==> src/rtl/alu_div_seq_if.sv <==
// Handshake, request/result and shared-ALU signals of the divide sequencer.
// The slave modport is the sequencer side; master is the core/execute side.
interface alu_div_seq_if #(
  parameter int XLEN = 32
);
  logic            i_valid;
  logic            o_ready;
  logic [1:0]      i_div_op;
  logic [XLEN-1:0] i_dividend;
  logic [XLEN-1:0] i_divisor;
  logic            o_valid;
  logic            i_ready;
  logic [XLEN-1:0] o_result;
  logic [3:0]      o_alu_op;
  logic [XLEN-1:0] o_alu_a;
  logic [XLEN-1:0] o_alu_b;
  logic [XLEN-1:0] i_alu_data;

  modport slave (
    input  i_valid, i_div_op, i_dividend, i_divisor, i_ready, i_alu_data,
    output o_ready, o_valid, o_result, o_alu_op, o_alu_a, o_alu_b
  );

  modport master (
    output i_valid, i_div_op, i_dividend, i_divisor, i_ready, i_alu_data,
    input  o_ready, o_valid, o_result, o_alu_op, o_alu_a, o_alu_b
  );
endinterface

==> src/rtl/alu_div_seq.sv <==
// alu_div_seq: multi-cycle RV32M DIV/DIVU/REM/REMU sequencer driving a shared
// combinational ALU (ADD/SUB/SLTU). Restoring division on magnitudes, sign fixed
// up at the end. Fixed 67-cycle latency from accept to o_valid.
// Optional macro DIV_FASTPATH_EN: divide-by-zero and signed overflow finish
// directly with the architectural result (o_valid one edge after accept).
module alu_div_seq #(
  parameter int XLEN = 32
) (
  input  logic          i_clk,
  input  logic          i_rst_n,
  alu_div_seq_if.slave  bus
);

  localparam logic [3:0] ALU_ADD  = 4'b0000;
  localparam logic [3:0] ALU_SUB  = 4'b1000;
  localparam logic [3:0] ALU_SLTU = 4'b0011;

  typedef enum logic [2:0] {
    S_IDLE, S_ABS_A, S_ABS_B, S_CMP, S_SUB, S_FIX, S_DONE
  } state_t;

  state_t          state, state_nxt;
  logic [1:0]      op;
  logic            sa, sb, take;
  logic [XLEN-1:0] quo, rem, dreg, result;
  logic            valid;
  logic [4:0]      cnt;

  logic [3:0]      alu_op;
  logic [XLEN-1:0] alu_a, alu_b;
  logic [XLEN-1:0] r_shift;
  logic [XLEN-1:0] fix_x;
  logic            fix_neg;

`ifdef DIV_FASTPATH_EN
  logic            fast;
  logic [XLEN-1:0] fast_res;
  logic            div_zero;
  logic            ovf;
`endif

  // Operands are parked in quo (dividend) and dreg (divisor) until made absolute.
  assign r_shift = {rem[XLEN-2:0], quo[XLEN-1]};
  assign fix_x   = op[1] ? rem : quo;
  assign fix_neg = op[1] ? sa : ((sa ^ sb) & (dreg != '0));

`ifdef DIV_FASTPATH_EN
  // Evaluated in ABS_A, while quo/dreg still hold the raw operands.
  assign div_zero = (dreg == '0);
  assign ovf      = ~op[0] & (quo == {1'b1, {(XLEN-1){1'b0}}}) & (dreg == '1);
  assign fast     = div_zero | ovf;
  always_comb begin
    fast_res = '0;
    if (div_zero) fast_res = op[1] ? quo : '1;
    else          fast_res = op[1] ? '0  : quo;
  end
`endif

  assign bus.o_ready  = (state == S_IDLE);
  assign bus.o_valid  = valid;
  assign bus.o_result = result;
  assign bus.o_alu_op = alu_op;
  assign bus.o_alu_a  = alu_a;
  assign bus.o_alu_b  = alu_b;

  // State register.
  always_ff @(posedge i_clk or negedge i_rst_n) begin
    if (!i_rst_n) state <= S_IDLE;
    else          state <= state_nxt;
  end

  // Next state and ALU command for the current step.
  always_comb begin
    state_nxt = state;
    alu_op    = ALU_ADD;
    alu_a     = '0;
    alu_b     = '0;
    case (state)
      S_IDLE: begin
        if (bus.i_valid) state_nxt = S_ABS_A;
      end
      S_ABS_A: begin
`ifdef DIV_FASTPATH_EN
        if (fast) begin
          state_nxt = S_DONE;
        end else
`endif
        begin
          alu_op    = sa ? ALU_SUB : ALU_ADD;
          alu_a     = sa ? '0 : quo;
          alu_b     = sa ? quo : '0;
          state_nxt = S_ABS_B;
        end
      end
      S_ABS_B: begin
        alu_op    = sb ? ALU_SUB : ALU_ADD;
        alu_a     = sb ? '0 : dreg;
        alu_b     = sb ? dreg : '0;
        state_nxt = S_CMP;
      end
      S_CMP: begin
        alu_op    = ALU_SLTU;
        alu_a     = r_shift;
        alu_b     = dreg;
        state_nxt = S_SUB;
      end
      S_SUB: begin
        alu_op    = ALU_SUB;
        alu_a     = rem;
        alu_b     = dreg;
        state_nxt = (cnt == 5'd31) ? S_FIX : S_CMP;
      end
      S_FIX: begin
        alu_op    = fix_neg ? ALU_SUB : ALU_ADD;
        alu_a     = fix_neg ? '0 : fix_x;
        alu_b     = fix_neg ? fix_x : '0;
        state_nxt = S_DONE;
      end
      S_DONE: begin
        if (bus.i_ready) state_nxt = S_IDLE;
      end
      default: state_nxt = S_IDLE;
    endcase
  end

  // Datapath: operand capture, shift/compare/subtract iterations, result.
  always_ff @(posedge i_clk or negedge i_rst_n) begin
    if (!i_rst_n) begin
      op     <= '0;
      sa     <= 1'b0;
      sb     <= 1'b0;
      take   <= 1'b0;
      quo    <= '0;
      rem    <= '0;
      dreg   <= '0;
      cnt    <= '0;
      result <= '0;
      valid  <= 1'b0;
    end else begin
      case (state)
        S_IDLE: begin
          if (bus.i_valid) begin
            op   <= bus.i_div_op;
            quo  <= bus.i_dividend;
            dreg <= bus.i_divisor;
            sa   <= ~bus.i_div_op[0] & bus.i_dividend[XLEN-1];
            sb   <= ~bus.i_div_op[0] & bus.i_divisor[XLEN-1];
          end
        end
        S_ABS_A: begin
`ifdef DIV_FASTPATH_EN
          if (fast) begin
            result <= fast_res;
            valid  <= 1'b1;
          end else
`endif
          begin
            quo <= bus.i_alu_data;
            rem <= '0;
            cnt <= '0;
          end
        end
        S_ABS_B: dreg <= bus.i_alu_data;
        S_CMP: begin
          rem  <= r_shift;
          quo  <= quo << 1;
          // Shifted-out MSB means the 33-bit partial remainder exceeds any divisor.
          take <= rem[XLEN-1] | ~bus.i_alu_data[0];
        end
        S_SUB: begin
          if (take) begin
            rem    <= bus.i_alu_data;
            quo[0] <= 1'b1;
          end
          cnt <= cnt + 5'd1;
        end
        S_FIX: begin
          result <= bus.i_alu_data;
          valid  <= 1'b1;
        end
        S_DONE: begin
          if (bus.i_ready) valid <= 1'b0;
        end
        default: ;
      endcase
    end
  end

endmodule

==> src/flat_wrapper.sv <==
// flat-port wrapper written by rule: the top's interface ports become plain ports
module alu_div_seq_flat 
#(
  parameter int XLEN = 32
)
  (i_clk, i_rst_n, bus_i_valid, bus_i_div_op, bus_i_dividend, bus_i_divisor, bus_i_ready, bus_i_alu_data, bus_o_ready, bus_o_valid, bus_o_result, bus_o_alu_op, bus_o_alu_a, bus_o_alu_b);
  alu_div_seq_if #(.XLEN(XLEN)) bus_i ();
  input  logic i_clk;
  input  logic i_rst_n;
  input wire logic [$bits(bus_i.i_valid)-1:0] bus_i_valid;
  input wire logic [$bits(bus_i.i_div_op)-1:0] bus_i_div_op;
  input wire logic [$bits(bus_i.i_dividend)-1:0] bus_i_dividend;
  input wire logic [$bits(bus_i.i_divisor)-1:0] bus_i_divisor;
  input wire logic [$bits(bus_i.i_ready)-1:0] bus_i_ready;
  input wire logic [$bits(bus_i.i_alu_data)-1:0] bus_i_alu_data;
  output wire logic [$bits(bus_i.o_ready)-1:0] bus_o_ready;
  output wire logic [$bits(bus_i.o_valid)-1:0] bus_o_valid;
  output wire logic [$bits(bus_i.o_result)-1:0] bus_o_result;
  output wire logic [$bits(bus_i.o_alu_op)-1:0] bus_o_alu_op;
  output wire logic [$bits(bus_i.o_alu_a)-1:0] bus_o_alu_a;
  output wire logic [$bits(bus_i.o_alu_b)-1:0] bus_o_alu_b;
  assign bus_i.i_valid = bus_i_valid;
  assign bus_i.i_div_op = bus_i_div_op;
  assign bus_i.i_dividend = bus_i_dividend;
  assign bus_i.i_divisor = bus_i_divisor;
  assign bus_i.i_ready = bus_i_ready;
  assign bus_i.i_alu_data = bus_i_alu_data;
  assign bus_o_ready = bus_i.o_ready;
  assign bus_o_valid = bus_i.o_valid;
  assign bus_o_result = bus_i.o_result;
  assign bus_o_alu_op = bus_i.o_alu_op;
  assign bus_o_alu_a = bus_i.o_alu_a;
  assign bus_o_alu_b = bus_i.o_alu_b;
  alu_div_seq #(.XLEN(XLEN)) u_core (.i_clk(i_clk), .i_rst_n(i_rst_n), .bus(bus_i));
endmodule
==> config.mk <==
export PLATFORM = sky130hd
export DESIGN_NAME = alu_div_seq_flat
export DESIGN_NICKNAME = d
export VERILOG_FILES = /design/src/rtl/alu_div_seq_if.sv /design/src/rtl/alu_div_seq.sv /design/src/flat_wrapper.sv
export SDC_FILE = /design/constraint.sdc
export NUM_CORES = 1
export LEC_CHECK = 0
export BUFFER_PORTS_ARGS = -buffer_cell sky130_fd_sc_hd__buf_2
export CAP_MARGIN = 40
export CORE_MARGIN = 2
export CORE_UTILIZATION = 54
export DETAILED_ROUTE_END_ITERATION = 12
export GPL_ROUTABILITY_DRIVEN = 0
export GPL_TIMING_DRIVEN = 0
export PLACE_DENSITY = 0.81
export SYNTH_ARGS = -nofsm -noshare
export SYNTH_HDL_FRONTEND = slang
export SYNTH_SLANG_ARGS = --single-unit
==> constraint.sdc <==
create_clock -name i_clk -period 1.8 [get_ports i_clk]
set_input_delay 0.18 -clock i_clk [delete_from_list [all_inputs] [get_ports i_clk]]
set_output_delay 0.18 -clock i_clk [all_outputs]
set_load 0.05 [all_outputs]
==> flow_summary_export.csv <==
group,metric,value,unit
sta,setup_violations,85,
sta,fin_skew,8.89,ps
clock_network,cts-root-buf,"clkbuf_16",
sta,period_share,160,%
global_routing,grt_max_degree,77,
worst_setup_path,crit_type,"register to primary output",
global_routing,grt_use_total,41.9,%
global_routing,grt_pass1_wl,57.4,mm
worst_setup_path,critPathCaptureType,"primary output",
placement,placed_area,0.0110,mm2
synth,synth_edf_count,0,
global_routing,grt_pass1_vias,10600,
route,dr_wl_met3,5.66,mm
placement,hpwl,24.1,mm
floorplan,initial_utilization,54.8,%
floorplan,die_y,133,um
route,wire_per_inst,25.3,um
worst_setup_path,max_stage_delay,550,ps
cells_and_area,syn2layout_area_growth,46.7,%
clock_network,clk_path_buf_depth,2,
cells_and_area,final_cell_mix,"266 x nand2_1, 156 x buf_2, 140 x dfrtp_1",
cells_and_area,fillers,945,
cells_and_area,finalNetCount,1445,
synth,ys_seq_area_share,39.2,%
synth,syn-cell-area,0.00900,mm2
floorplan,chipWidth,133,um
placement,numPortBuffers,202,
sta,rsz0062_at_grt,"true",
job,cap_viol_max_count,0,
floorplan,pin_count,204,
synth,synthArstFlopShare,100,%
worst_setup_path,critPathMaxFanout,10,
cells_and_area,drive_gt1_share,39.7,%
cells_and_area,layout_commonest_cell,"nand2_1",
synth,synth_area_per_cell,8.40,um2
sta,timing.fmax,0.348,GHz
clock_network,numCtsBuffers,17,
sta,hold_ws,-7.38,ps
worst_setup_path,crit_path_start_kind,"register",
synth,synth.top_cell.area_share,39.2,%
synth,synth_area_leaders,"dfrtp_1 39%, nand2_1 11%, a22oi_1 11%",
clock_network,clkTransAtPathRegs,70,ps
placement,numPlacedInstances,1494,
route,drt_iter0_drc,2060,
route,vias_per_cell,6.99,
worst_setup_path,crit_required,1620,ps
clock_network,insertion_delay,450,ps
global_routing,overflow,0,
synth,syn-num-nets,1175,
clock_network,tritoncts,"built",
sta,period_needed,2870,ps
route,firstDrtPassIters,13,
worst_setup_path,worstPathCellList,"nor2b_1 > xnor2_2 > clkbuf_2 > nand3_1 > o2111ai_4 > buf_6",
hold_path,hold_class,"input pin to register",
floorplan,dieArea,0.0177,mm2
status,violations,"design-rule violations, negative hold slack, negative setup slack",
synth,yosysTopAreaCell,"dfrtp_1",
sta,drv_slew,0,
placement,pre_cts_ws,-798,ps
synth,synth_ff_type,"dfrtp_1",
route,detail_route.wirelength,39.9,mm
synth,synthCells,1071,
synth,ys_seq_elements,141,
sta,worst_slack,-1070,ps
cells_and_area,antenna_cells,0,
clock_network,ctsHtreeMaxLevel,4,
worst_setup_path,cp.buffers_inverters,2,
route,drcViolationCount,2,
sta,worst_pin_slew,683,ps
route,antenna_left,0,
status,status,"complete, but fails checks",
cells_and_area,stdcell_area,0.0132,mm2
route,routed-wl-met2,17.2,mm
synth,yosysWarnings,0,
route,vias,11000,
clock_network,clock-sinks,141,
worst_setup_path,critPathTopFamily,"buffers and inverters",
global_routing,antenna_found_initial,0,
worst_setup_path,cp_slowest_cell,"xnor2_2",
synth,ys_types,51,
cells_and_area,instances_no_fill,1574,
floorplan,core_area,0.0164,mm2
route,dr.max_layer_used,"met4",
route,wl_met1,13.8,mm
sta,relSlewSlack,54.3,%
worst_setup_path,crit_arrival,2690,ps
floorplan,rows,47,
cells_and_area,fin_util,80.5,%
sta,hold_violations,13,
==> final cells by class <==
| type | count | area [um2] | area share (%) |
|---|---|---|---|
| multi-input cells | 823 | 5990 | 45.4 |
| inverters | 3 | 11.3 | 0.0853 |
| plain buffers | 102 | 801 | 6.07 |
| well taps | 220 | 275 | 2.09 |
| flip-flops and latches | 141 | 3530 | 26.7 |
| repair buffers | 253 | 2020 | 15.3 |
| clock buffers | 17 | 425 | 3.22 |
| clock inverters | 15 | 150 | 1.14 |
==> routing by layer <==
layer / track usage (%) / up-vias
li1: - / 4455
met1: 54.4 / 5063
met2: 61.9 / 1123
met3: 10.5 / 358
met4: 28.0 / 0
met5: 0 / -
==> cells in the mapped netlist (3+ instances only) <==
master / count
buf_2: 32
buf_4: 6
o2111ai_1: 29
nor3_1: 5
nor2b_1: 34
or2_2: 32
nand3_1: 32
a22oi_1: 126
nor2_1: 3
a21oi_1: 9
clkbuf_1: 57
mux2i_1: 33
buf_6: 8
o21ai_1: 7
a31oi_1: 32
nor4_1: 7
nand2_1: 267
mux2_2: 33
and3_1: 3
o21ai_0: 101
a211oi_1: 34
dfrtp_1: 141
==> worst register-to-register path: stages (launching register included) <==
cell and delay (ps):
dfrtp_1 410, buf_4 160, nor3b_4 230, buf_4 180, buf_6 160, a21oi_2 140
a221oi_1 410, a21oi_1 110
==> metrics by stage <==
| stage | TNS [ps] | hold WS [ps] |
|---|---|---|
| finish | -64660 | -7.38 |
| global route | -63910 | 2.65 |
| CTS | -50080 | 0.741 |
| detailed placement | -70770 | 217 |
| global placement | -274740 | 389 |
| floorplan | -12320 | -116 |
==> flip-flops by register name (all words and copies together), names as in the netlist, 3 cells and up <==
signal and count:
u_core.cnt 5, u_core.dreg 32, u_core.rem 32, u_core.quo 32, u_core.bus.o_result 32, u_core.state 3
==> worst paths after layout <==
path                                               from                       to  slack (ps)  cells past startpoint
worst max-delay path                          u_core.sb           bus_o_alu_a[6]       -1070                      6
worst min-delay path                 bus_i_dividend[20]           u_core.quo[20]          -7                      3
worst max register to register          u_core.state[0]           u_core.rem[31]        -120                      7
worst min register to register  u_core.bus.o_result[15]  u_core.bus.o_result[15]         470                      2
max in group asynchronous                       i_rst_n  u_core.bus.o_result[15]         710                      3
min in group asynchronous                       i_rst_n       u_core.bus.o_valid         290                      2
==> logic make-up after synthesis <==
group	Yosys count	share of synthesized area, %
and+or+nand+nor	401	20.5
other	1	0.0417
xor gates and xnor gates	1	0.0974
DFF	141	39.2
buffers and inverters	108	5.88
muxes	66	7.80
adders and majority gates	2	0.278
AOI/OAI and AO/OA	351	26.2
==> repair_timing <==
action | 4_1_cts | 5_1_grt
endpoints found under the hold margin | 83 | 0
cloned | 2 | 3
hold buffers | 19 | 0
pin swaps | 6 | 7
setup buffers | 20 | 11
gates resized for setup | 270 | 85
setup endpoints to repair | 202 | 183
Power is not shown: default switching activity piles up to over one toggle a cycle in this logic, so the estimate is an artifact.
